--- src/rtl/multi_debouncer.sv ---
// Multi-channel switch debouncer: per-channel 2-flop synchronizer, stability counter,
// registered debounced level and one-cycle rise/fall pulses.
module multi_debouncer #(
  parameter int unsigned N_CH       = 4,
  parameter int unsigned DEB_CYCLES = 3_333_334,
  parameter int unsigned CNT_W      = 22
) (
  input  logic            clk_50M,
  input  logic            reset,
  input  logic [N_CH-1:0] D,
  output logic [N_CH-1:0] D_deb,
  output logic [N_CH-1:0] rise,
  output logic [N_CH-1:0] fall,
  output logic            changed
);

  localparam logic [CNT_W-1:0] CntMax = CNT_W'(DEB_CYCLES - 1);

  logic [N_CH-1:0]            s1_q, s2_q;
  logic [N_CH-1:0][CNT_W-1:0] cnt_q, cnt_d;
  logic [N_CH-1:0]            deb_q, deb_d;
  logic [N_CH-1:0]            rise_q, rise_d;
  logic [N_CH-1:0]            fall_q, fall_d;

  // A disagreeing sample advances the count; agreement discards any partial count.
  always_comb begin
    cnt_d = '0;
    deb_d = deb_q;
    for (int i = 0; i < int'(N_CH); i++) begin
      if (s2_q[i] != deb_q[i]) begin
        if (cnt_q[i] == CntMax) begin
          deb_d[i] = s2_q[i];
        end else begin
          cnt_d[i] = cnt_q[i] + 1'b1;
        end
      end
    end
    rise_d = deb_d & ~deb_q;
    fall_d = ~deb_d & deb_q;
  end

  always_ff @(posedge clk_50M or posedge reset) begin
    if (reset) begin
      s1_q   <= '0;
      s2_q   <= '0;
      cnt_q  <= '0;
      deb_q  <= '0;
      rise_q <= '0;
      fall_q <= '0;
    end else begin
      s1_q   <= D;
      s2_q   <= s1_q;
      cnt_q  <= cnt_d;
      deb_q  <= deb_d;
      rise_q <= rise_d;
      fall_q <= fall_d;
    end
  end

  assign D_deb   = deb_q;
  assign rise    = rise_q;
  assign fall    = fall_q;
  assign changed = |(rise_q | fall_q);

endmodule

--- config.mk ---
export PLATFORM = sky130hd
export DESIGN_NAME = multi_debouncer
export DESIGN_NICKNAME = d
export VERILOG_FILES = /design/src/rtl/multi_debouncer.sv
export SDC_FILE = /design/constraint.sdc
export NUM_CORES = 1
export LEC_CHECK = 0
export CELL_PAD_IN_SITES_DETAIL_PLACEMENT = 0
export CELL_PAD_IN_SITES_GLOBAL_PLACEMENT = 2
export CORE_MARGIN = 1
export CORE_UTILIZATION = 43
export DETAILED_ROUTE_END_ITERATION = 6
export GPL_TIMING_DRIVEN = 0
export PLACE_DENSITY = 0.82
export SETUP_SLACK_MARGIN = 0.3
export SLEW_MARGIN = 20
export SYNTH_ARGS = -nofsm -noshare
export SYNTH_HDL_FRONTEND = slang
export SYNTH_SLANG_ARGS = --single-unit
--- constraint.sdc ---
create_clock -name clk_50M -period 5.7 [get_ports clk_50M]
set_input_delay 1.425 -clock clk_50M [delete_from_list [all_inputs] [get_ports clk_50M]]
set_output_delay 1.425 -clock clk_50M [all_outputs]
set_load 0.005 [all_outputs]
==> results of run 1 <==
[Yosys cell counts (9+ instances only)]
| cell type | instances |
|---|---|
| a21oi_1 | 19 |
| and3_1 | 9 |
| and4_1 | 13 |
| buf_2 | 12 |
| dfrtp_1 | 108 |
| inv_1 | 13 |
| nand2_1 | 28 |
| nand3_1 | 36 |
| nand4_1 | 27 |
| nor2_1 | 75 |
| nor3_1 | 12 |
| nor4_1 | 19 |
| o21ai_0 | 13 |
| or3_1 | 10 |
| or4_1 | 10 |
| xnor2_1 | 33 |
| xor2_1 | 29 |
[path summary, 6_finish.rpt]
check                              start        end  cells after the start
worst min-delay path             s1_q[0]    s2_q[0]                      0
min in group asynchronous          reset  cnt_q[32]                      2
max in group asynchronous          reset   cnt_q[4]                      3
worst max register to register  cnt_q[0]  cnt_q[20]                      5
worst min register to register   s1_q[0]    s2_q[0]                      0
worst max-delay path             fall[3]    changed                      3
[per-stage QoR]
stage               utilization  setup WS [ns]  cells  power (W)
finish                    0.496           2.73    708    0.00142
global route              0.496           2.63    708    0.00149
CTS                       0.496           2.71    708    0.00145
detailed placement        0.473           3.09    693   0.000856
global placement          0.471         -0.247    692   0.000853
floorplan                     -           1.43    527   0.000834
[flip-flops by register name (all words and copies together), names as in the netlist]
signal	count
fall	4
D_deb	4
s2_q	4
rise	4
cnt_q	88
s1_q	4
[area by class of cell]
class                           instances  area, sq um
Clock buffer                           13          260
Buffer                                 17         87.6
Timing Repair Buffer                   19          208
Fill cell                            1146         6060
Multi-Input combinational cell        389         2450
Sequential cell                       108         2700
Tap cell                              147          184
Inverter                               13         53.8
Clock inverter                          2         10.0
[cells by family (layout without fill, tap and decap cells)]
group,Yosys count,after routing
adders and majority gates,8,8
AOI/OAI and AO/OA,48,48
buffers and inverters,30,64
xor gates and xnor gates,62,62
and+or+nand+nor,266,266
muxes,5,5
DFF,108,108
[cell usage in the layout, fill, tap and decap left out, types with 8 or more instances in the layout]
cell	instances
buf_2	12
nor2_1	75
o21ai_0	13
nor4_1	19
xor2_1	29
ha_1	8
nand4_1	27
or3_1	10
inv_1	12
and3_1	9
a21oi_1	19
dfrtp_1	108
nand2_1	28
and4_1	13
xnor2_1	33
or4_1	10
clkdlybuf4s50_1	18
nand3_1	36
nor3_1	12
clkbuf_16	9
nor3b_1	8
[report_power, final]
part	total [W]	internal [W]	switching, W	leakage [nW]
combinational	0.0000520	0.0000168	0.0000352	0.795
sequential	0.000787	0.000776	0.0000114	1.48
clock	0.000580	0.000317	0.000264	0.135
[metal layers]
layer  vias up  wire length [um]  GRT usage
met4         0                61     0.0395
met2        40              4800      0.279
met1      1853              5500      0.266
li1       1954                 -          -
met5         -                 0          0
met3         4               329     0.0503
[worst max-delay path: stages, from the launching register on]
cell             delay, ns
dfrtp_1               0.44
nor4_1                0.24
nand2_1               0.07
clkdlybuf4s50_1       0.45
==> metrics.cfg, run 1 <==
[status]
status=finished, final reports clean

[global_routing]
antenna_found_initial=0
grt_pass1_vias=3717
grt-ovfl-total=0
grt_first_pass_wirelength_um=18500
grt_use_total=0.185
grt_max_degree=65

[die]
design.core.area_sq_um=12000
io-pin-count=19
die_x_um=113
fp.dieH_um=113
initial_utilization=0.440
row_count=40
die-area_sq_um=12700

[logic_synthesis]
avgSynthCellArea_sq_um=10.0
ys_seq_area_frac=0.511
synth.area.top_cells=dfrtp_1, xnor2_1, nor2_1, xor2_1, nand3_1
synth_xor_xnor_area_share=0.103
synth-simple-area-share=0.276
yosys.area.top_type_share=0.511
ys_seq_elements=108
synth_top_family_by_area=simple AND/OR/NAND/NOR gates
synthCells=527
synthFlopType=dfrtp_1
yosys.area.top_type=dfrtp_1
synth_fa_ha_area_frac=0.0189
synthArstFlopShare=1.00
synth_edf_count=0
synth_compound_area_frac=0.0544
yosys_warnings=0
synth.mux.area_fraction=0.0111
synth_cell_types=44
syn_nets=541
syn_area_sq_um=5290

[drt]
drt_first_pass_iters=5
finalWirelength_um=10700
drc=0
drtAntennaViolNets=0
drtIter0Drc=207
vias=3851
wl_per_cell_um=15.1
routed_via_density=5.44

[timing]
fin_crit_sh=0.522
hold_violations=0
fin_skew_ns=0.00662
finalSetupViolations=0
min_period_ns=2.97
rsz0062_at_grt=false
max_freq_mhz=336
finalMaxSlewViolations=0
whs_ns=0.353
max_slew_margin=0.400
tns_ns=0
tightestPinTransition_ns=0.892

[place]
postPlaceCellArea_sq_um=5680
dp_hpwl_um=7490
globalplace.congestion=0.780
port_buffers=18

[clock_tree]
cts_made_buffers=9
clock-sinks=108
cts_tree=built
hold_buffers=0
cts_resized=0
post_cts_buffers=0
clock_path_buffers=2
clock_latency_ns=0.35
ctsRootBufferMaster=clkbuf_16
htree_levels=3
clkTransAtPathRegs_ns=0.07

[finish]
final_area_sq_um=5950
areaGrowthSynthToFinish_pct=12.6
drive_gt1_frac=0.0731
nNetsFinal=571
num_antenna_cells=0

[setup_path]
crit_fanout=2
cp-end-kind=output port
crit_type=reg2out
cp.required_ns=4.28
crit_path_start_kind=flop
r2r_setup_slack_ns=3.63
arrival_ns=1.55

[run]
maxCapViolations=0

[power_and_ir_drop]
p_leak_nw=2.41
vdd_drop_max_mv=0.200
pwr_density_cell_nw_per_um2=238

[min_path]
hold_class=reg2reg

Power figures use the tool's default switching activity.
==> run 2: changes to the inputs <==
- CORE_UTILIZATION: 43 -> 36
- PLACE_DENSITY: 0.82 -> 0.73
- clock period: 5.7 -> 2.45 ns (I/O delays scaled with it)
==> metrics.cfg, run 2 (synthesis gave the netlist of run 1 again) <==
[place]
postPlaceCellArea_sq_um=5760  ; +1.3%
globalplace.congestion=0.748  ; -4.1%
port_buffers=18  ; unchanged
pre_cts_ws_ns=0.324  ; -2.77 ns
dp_hpwl_um=8050  ; +7.6%
dp.cells=728  ; +5.1%

[drt]
vias=3936  ; +2.2%
finalWirelength_um=11500  ; +7.3%
drtAntennaViolNets=0  ; unchanged
drc=0  ; unchanged
drt_first_pass_iters=4  ; -1
drtIter0Drc=174  ; -16%
wl_per_cell_um=15.4  ; +1.7%
routed_via_density=5.27  ; -3.1%

[global_routing]
grt_max_degree=33  ; -49%
grt_pass1_vias=3883  ; +4.5%
grt-ovfl-total=0  ; unchanged
antenna_found_initial=0  ; unchanged
grt_first_pass_wirelength_um=19900  ; +7.3%
grt_use_total=0.171  ; -0.0140

[timing]
setup_ws_ns=0.407  ; -2.32 ns
max_freq_mhz=489
tightestPinTransition_ns=0.635  ; -0.258 ns
finalMaxSlewViolations=0  ; unchanged
finalSetupViolations=0  ; unchanged
rsz0062_at_grt=true
min_period_ns=2.04
tns_ns=0  ; unchanged
fin_crit_sh=0.834
max_slew_margin=0.573  ; +0.174
fin_skew_ns=0.00844  ; +0.00181 ns
hold_violations=0  ; unchanged

[clock_tree]
cts_made_buffers=9  ; unchanged
clock_latency_ns=0.36  ; about the same
clock-sinks=108  ; unchanged
ctsRootBufferMaster=clkbuf_16
cts_tree=built
clkTransAtPathRegs_ns=0.07  ; about the same
htree_levels=3  ; unchanged
hold_buffers=0  ; unchanged
clock_path_buffers=2  ; unchanged

[die]
row_count=43  ; +7.5%
design.core.area_sq_um=14100  ; +17%
die_x_um=123  ; +9.1%
initial_utilization=0.375  ; -0.0651
die-area_sq_um=15200  ; +19%
fp.dieH_um=123  ; +9.1%
io-pin-count=19  ; unchanged

[finish]
fin_cells=747  ; +5.5%
num_antenna_cells=0  ; unchanged
largest_reg_flops=88  ; unchanged
final_area_sq_um=6120  ; +2.8%
nNetsFinal=576  ; +0.88%
drive_gt1_frac=0.0935  ; +0.0204
regMostFlops=cnt_q
final_cell_mix=dfrtp_1, nor2_1, nand3_1, xnor2_1, xor2_1
fin_util=0.434  ; -0.0615
mostFrequentLayoutCell=dfrtp_1
areaGrowthSynthToFinish_pct=15.8

[power_and_ir_drop]
vdd_drop_max_mv=0.366  ; +83%
p_leak_nw=2.49  ; +3.1%
pwr_density_cell_nw_per_um2=553  ; +130%

[setup_path]
crit_path_start_kind=flop
crit_fanout=5  ; +3
cp-end-kind=flop
crit_type=reg2reg
arrival_ns=2.29  ; +0.74 ns
cp.required_ns=2.69  ; -1.59 ns

[run]
maxCapViolations=0  ; unchanged

[min_path]
hold_class=reg2reg

[status]
status=finished, final reports clean

==> run 2: area by class of cell <==
cell class | instances | area [sq um]
clock buffer | 13 | 270
tap | 180 | 225
timing repair buffer | 24 | 265
buffer | 17 | 87.6
fill | 1364 | 7980
multi-input combinational | 389 | 2500
sequential | 108 | 2700
clock inverter | 3 | 20.0
inverter | 13 | 52.6
==> run 2: per-layer routing <==
metal,vias up,part of all wire,global-route usage
met4,0,0.014,0.0505
met2,45,0.46,0.261
li1,1951,-,-
met5,-,0,0
met1,1926,0.49,0.237
met3,14,0.037,0.0429
==> run 2: worst max-delay path, stage by stage (launching register included) <==
cell	delay, ns
dfrtp_1	0.42
inv_1	0.07
ha_1	0.16
nand4bb_1	0.11
or4_1	0.56
or2_1	0.30
mux2_4	0.31
==> run 2: through the flow <==
stage | total power [W] | hold WS [ns]
2_1_floorplan | 0.00194 | 0.331
3_3_place_gp | 0.00199 | 0.335
3_5_place_dp | 0.00200 | 0.340
4_1_cts | 0.00345 | 0.361
5_1_grt | 0.00354 | 0.367
6_report | 0.00339 | 0.359
==> run 2: path summary, 6_finish.rpt <==
check                           slack (ns)         to  startpoint  depth (start not counted)
max in group asynchronous             1.02   cnt_q[2]       reset                          4
worst max-delay path                  0.41   D_deb[0]    cnt_q[1]                          6
worst max register to register        0.41   D_deb[0]    cnt_q[1]                          6
worst min register to register        0.36    s2_q[2]     s1_q[2]                          0
worst min-delay path                  0.36    s2_q[2]     s1_q[2]                          0
min in group asynchronous             0.67  cnt_q[66]       reset                          2
==> run 2: what timing repair did <==
item | in CTS | in global routing
pin swaps | 0 | 1
buffers inserted | 1 | 2
setup endpoints to repair | 4 | 42
resized for setup | 3 | 5
==> run 2: where the power goes <==
| group | switching, W | internal (W) | leakage [nW] | total [W] |
|---|---|---|---|---|
| combinational | 0.0000842 | 0.0000450 | 0.867 | 0.000129 |
| sequential | 0.0000269 | 0.00180 | 1.48 | 0.00183 |
| clock | 0.000655 | 0.000772 | 0.138 | 0.00143 |
==> run 3: changes to the inputs <==
- CORE_UTILIZATION: 36 -> 40
- PLACE_DENSITY: 0.73 -> 0.77
- clock period: 2.45 -> 1.9 ns (I/O delays scaled with it)
==> metrics.cfg, run 3 (synthesis gave the netlist of run 1 again) <==
[drt]
drt_first_pass_iters=4  ; unchanged
wl_per_cell_um=16.4  ; +6.5%
drtAntennaViolNets=0  ; unchanged
drtIter0Drc=191  ; +9.8%
finalWirelength_um=13400  ; +17%
vias=4389  ; +12%
routed_via_density=5.35  ; +1.6%
drc=0  ; unchanged

[die]
die_x_um=117  ; -5.0%
fp.dieH_um=117  ; -5.0%
die-area_sq_um=13700  ; -9.8%
row_count=41  ; -4.7%
design.core.area_sq_um=12800  ; -9.4%
initial_utilization=0.414  ; +0.0388
io-pin-count=19  ; unchanged

[global_routing]
grt_use_total=0.204  ; +0.0338
grt-ovfl-total=0  ; unchanged
antenna_found_initial=0  ; unchanged
grt_max_degree=33  ; unchanged
grt_first_pass_wirelength_um=21100  ; +6.3%
grt_pass1_vias=4195  ; +8.0%

[status]
status=finished, final reports clean

[clock_tree]
htree_levels=3  ; unchanged
clock_path_buffers=2  ; unchanged
clock_latency_ns=0.36  ; about the same
hold_buffers=0  ; unchanged
ctsRootBufferMaster=clkbuf_16
cts_tree=built
clkTransAtPathRegs_ns=0.07  ; about the same
cts_made_buffers=9  ; unchanged
clock-sinks=108  ; unchanged

[finish]
fin_cells=820  ; +9.8%
nNetsFinal=657  ; +14%
mostFrequentLayoutCell=dfrtp_1
areaGrowthSynthToFinish_pct=45.0
final_cell_mix=dfrtp_1, buf_4, nor2_4, xnor2_1
regMostFlops=cnt_q
largest_reg_flops=88  ; unchanged
num_antenna_cells=0  ; unchanged
drive_gt1_frac=0.424  ; +0.331

[min_path]
hold_class=reg2reg
worstHoldStart=s1_q[2]
worstHoldPathCells=0  ; unchanged

[setup_path]
slowest_delay_ns=0.44  ; -0.12 ns
cp-end-kind=flop
crit_chain=or3b_1, or4_4, or2_4, mux2_4
rr_startpoint=cnt_q[19]
crit_type=reg2reg
reg2reg_depth=4  ; -2
cpMaxStageDelayCell=or4_4
cp.required_ns=2.14  ; -0.55 ns
crit_path_start_kind=flop
crit_fanout=4  ; -1
arrival_ns=2.14  ; -0.15 ns
cp-startpoint=cnt_q[19]

[power_and_ir_drop]
pwr_density_cell_nw_per_um2=607  ; +9.7%
p_comb_frac=0.077  ; +0.039
p_leak_nw=3.04  ; +22%
power_frac_clock=0.416  ; -0.005
vdd_drop_max_mv=0.474  ; +30%
power.switching_w=0.00108  ; +40%
p_int_w=0.00358  ; +37%
switching_share=0.231  ; +0.00490
p_seq_frac=0.508  ; -0.032
power_w=0.00465  ; +37%

[timing]
min_period_ns=1.89  ; -0.148 ns
fin_skew_ns=0.00698  ; -0.00145 ns
max_freq_mhz=528  ; +7.8%
tightestPinTransition_ns=0.524  ; -0.111 ns
rsz0062_at_grt=true
fin_crit_sh=0.997  ; +0.163
hold_violations=0  ; unchanged
finalMaxSlewViolations=0  ; unchanged
finalSetupViolations=0  ; unchanged
max_slew_margin=0.648  ; +0.0748

[run]
maxCapViolations=0  ; unchanged

[place]
dp.cells=720  ; -1.1%
port_buffers=18  ; unchanged
globalplace.congestion=0.779  ; +4.1%
dp_hpwl_um=7850  ; -2.5%

## run 3: changes by cell type in the layout (fill, tap and decap cells not counted), sizes merged, moves of 2 or more
cell | previous run | this run
clkdlybuf4s50 | 17 | 5
clkinvlp | 3 | 1
dlygate4sd2 | 0 | 10
clkinv | 1 | 4
buf | 20 | 101
## run 3: power by group through the flow
stage,clock [W],combinational [W],sequential (W)
floorplan,0,0.000113,0.00240
global placement,0,0.000164,0.00241
detailed placement,0,0.000180,0.00241
CTS,0.00199,0.000289,0.00236
global route,0.00209,0.000390,0.00237
finish,0.00193,0.000357,0.00236
## run 3: critical path: cells and delay by family (launching register included)
family | cells | cell delay, ns
and+or+nand+nor | 3 | 1.09
DFF | 1 | 0.41
muxes | 1 | 0.29
## run 3: routing by layer
layer | up-vias | GRT usage | wire length [um]
met1 | 2204 | 0.277 | 6270
met3 | 14 | 0.0510 | 355
met4 | 0 | 0.0498 | 153
met2 | 48 | 0.330 | 6650
met5 | - | 0 | 0
li1 | 2123 | - | -
## run 3: area by class of cell
class,instances,area (sq um)
Buffer,17,203
Timing Repair Buffer,105,950
Multi-Input combinational cell,389,3210
Clock inverter,5,50.0
Sequential cell,108,2740
Clock buffer,11,253
Fill cell,1069,5100
Tap cell,172,215
Inverter,13,52.6
## run 3: through the flow
| step | util | TNS [ns] | hold slack, ns | cell area [sq um] | setup WS (ns) |
|---|---|---|---|---|---|
| 6_report | 0.600 | 0 | 0.352 | 7670 | 0.00536 |
| 2_1_floorplan | - | 0 | 0.331 | 5450 | 0.0523 |
| 4_1_cts | 0.555 | -0.00788 | 0.355 | 7090 | -0.00788 |
| 3_5_place_dp | 0.462 | -0.0760 | 0.337 | 5900 | -0.0625 |
| 5_1_grt | 0.600 | -0.107 | 0.356 | 7670 | -0.0555 |
| 3_3_place_gp | 0.457 | -110.94 | 0.334 | 5840 | -1.03 |
## run 3: final timing paths
path / end / slack (ns)
min: s2_q[2] / 0.35
max reg2reg: D_deb[0] / 0.005
min reg2reg: s2_q[2] / 0.35
max: D_deb[0] / 0.005
max in group asynchronous: cnt_q[52] / 0.64
min in group asynchronous: cnt_q[80] / 0.50
## run 3: what timing repair did
action,CTS,global route
cloned,3,3
gates resized for setup,134,114
setup endpoints to repair,113,103
pin swaps,37,38
setup buffers,63,15
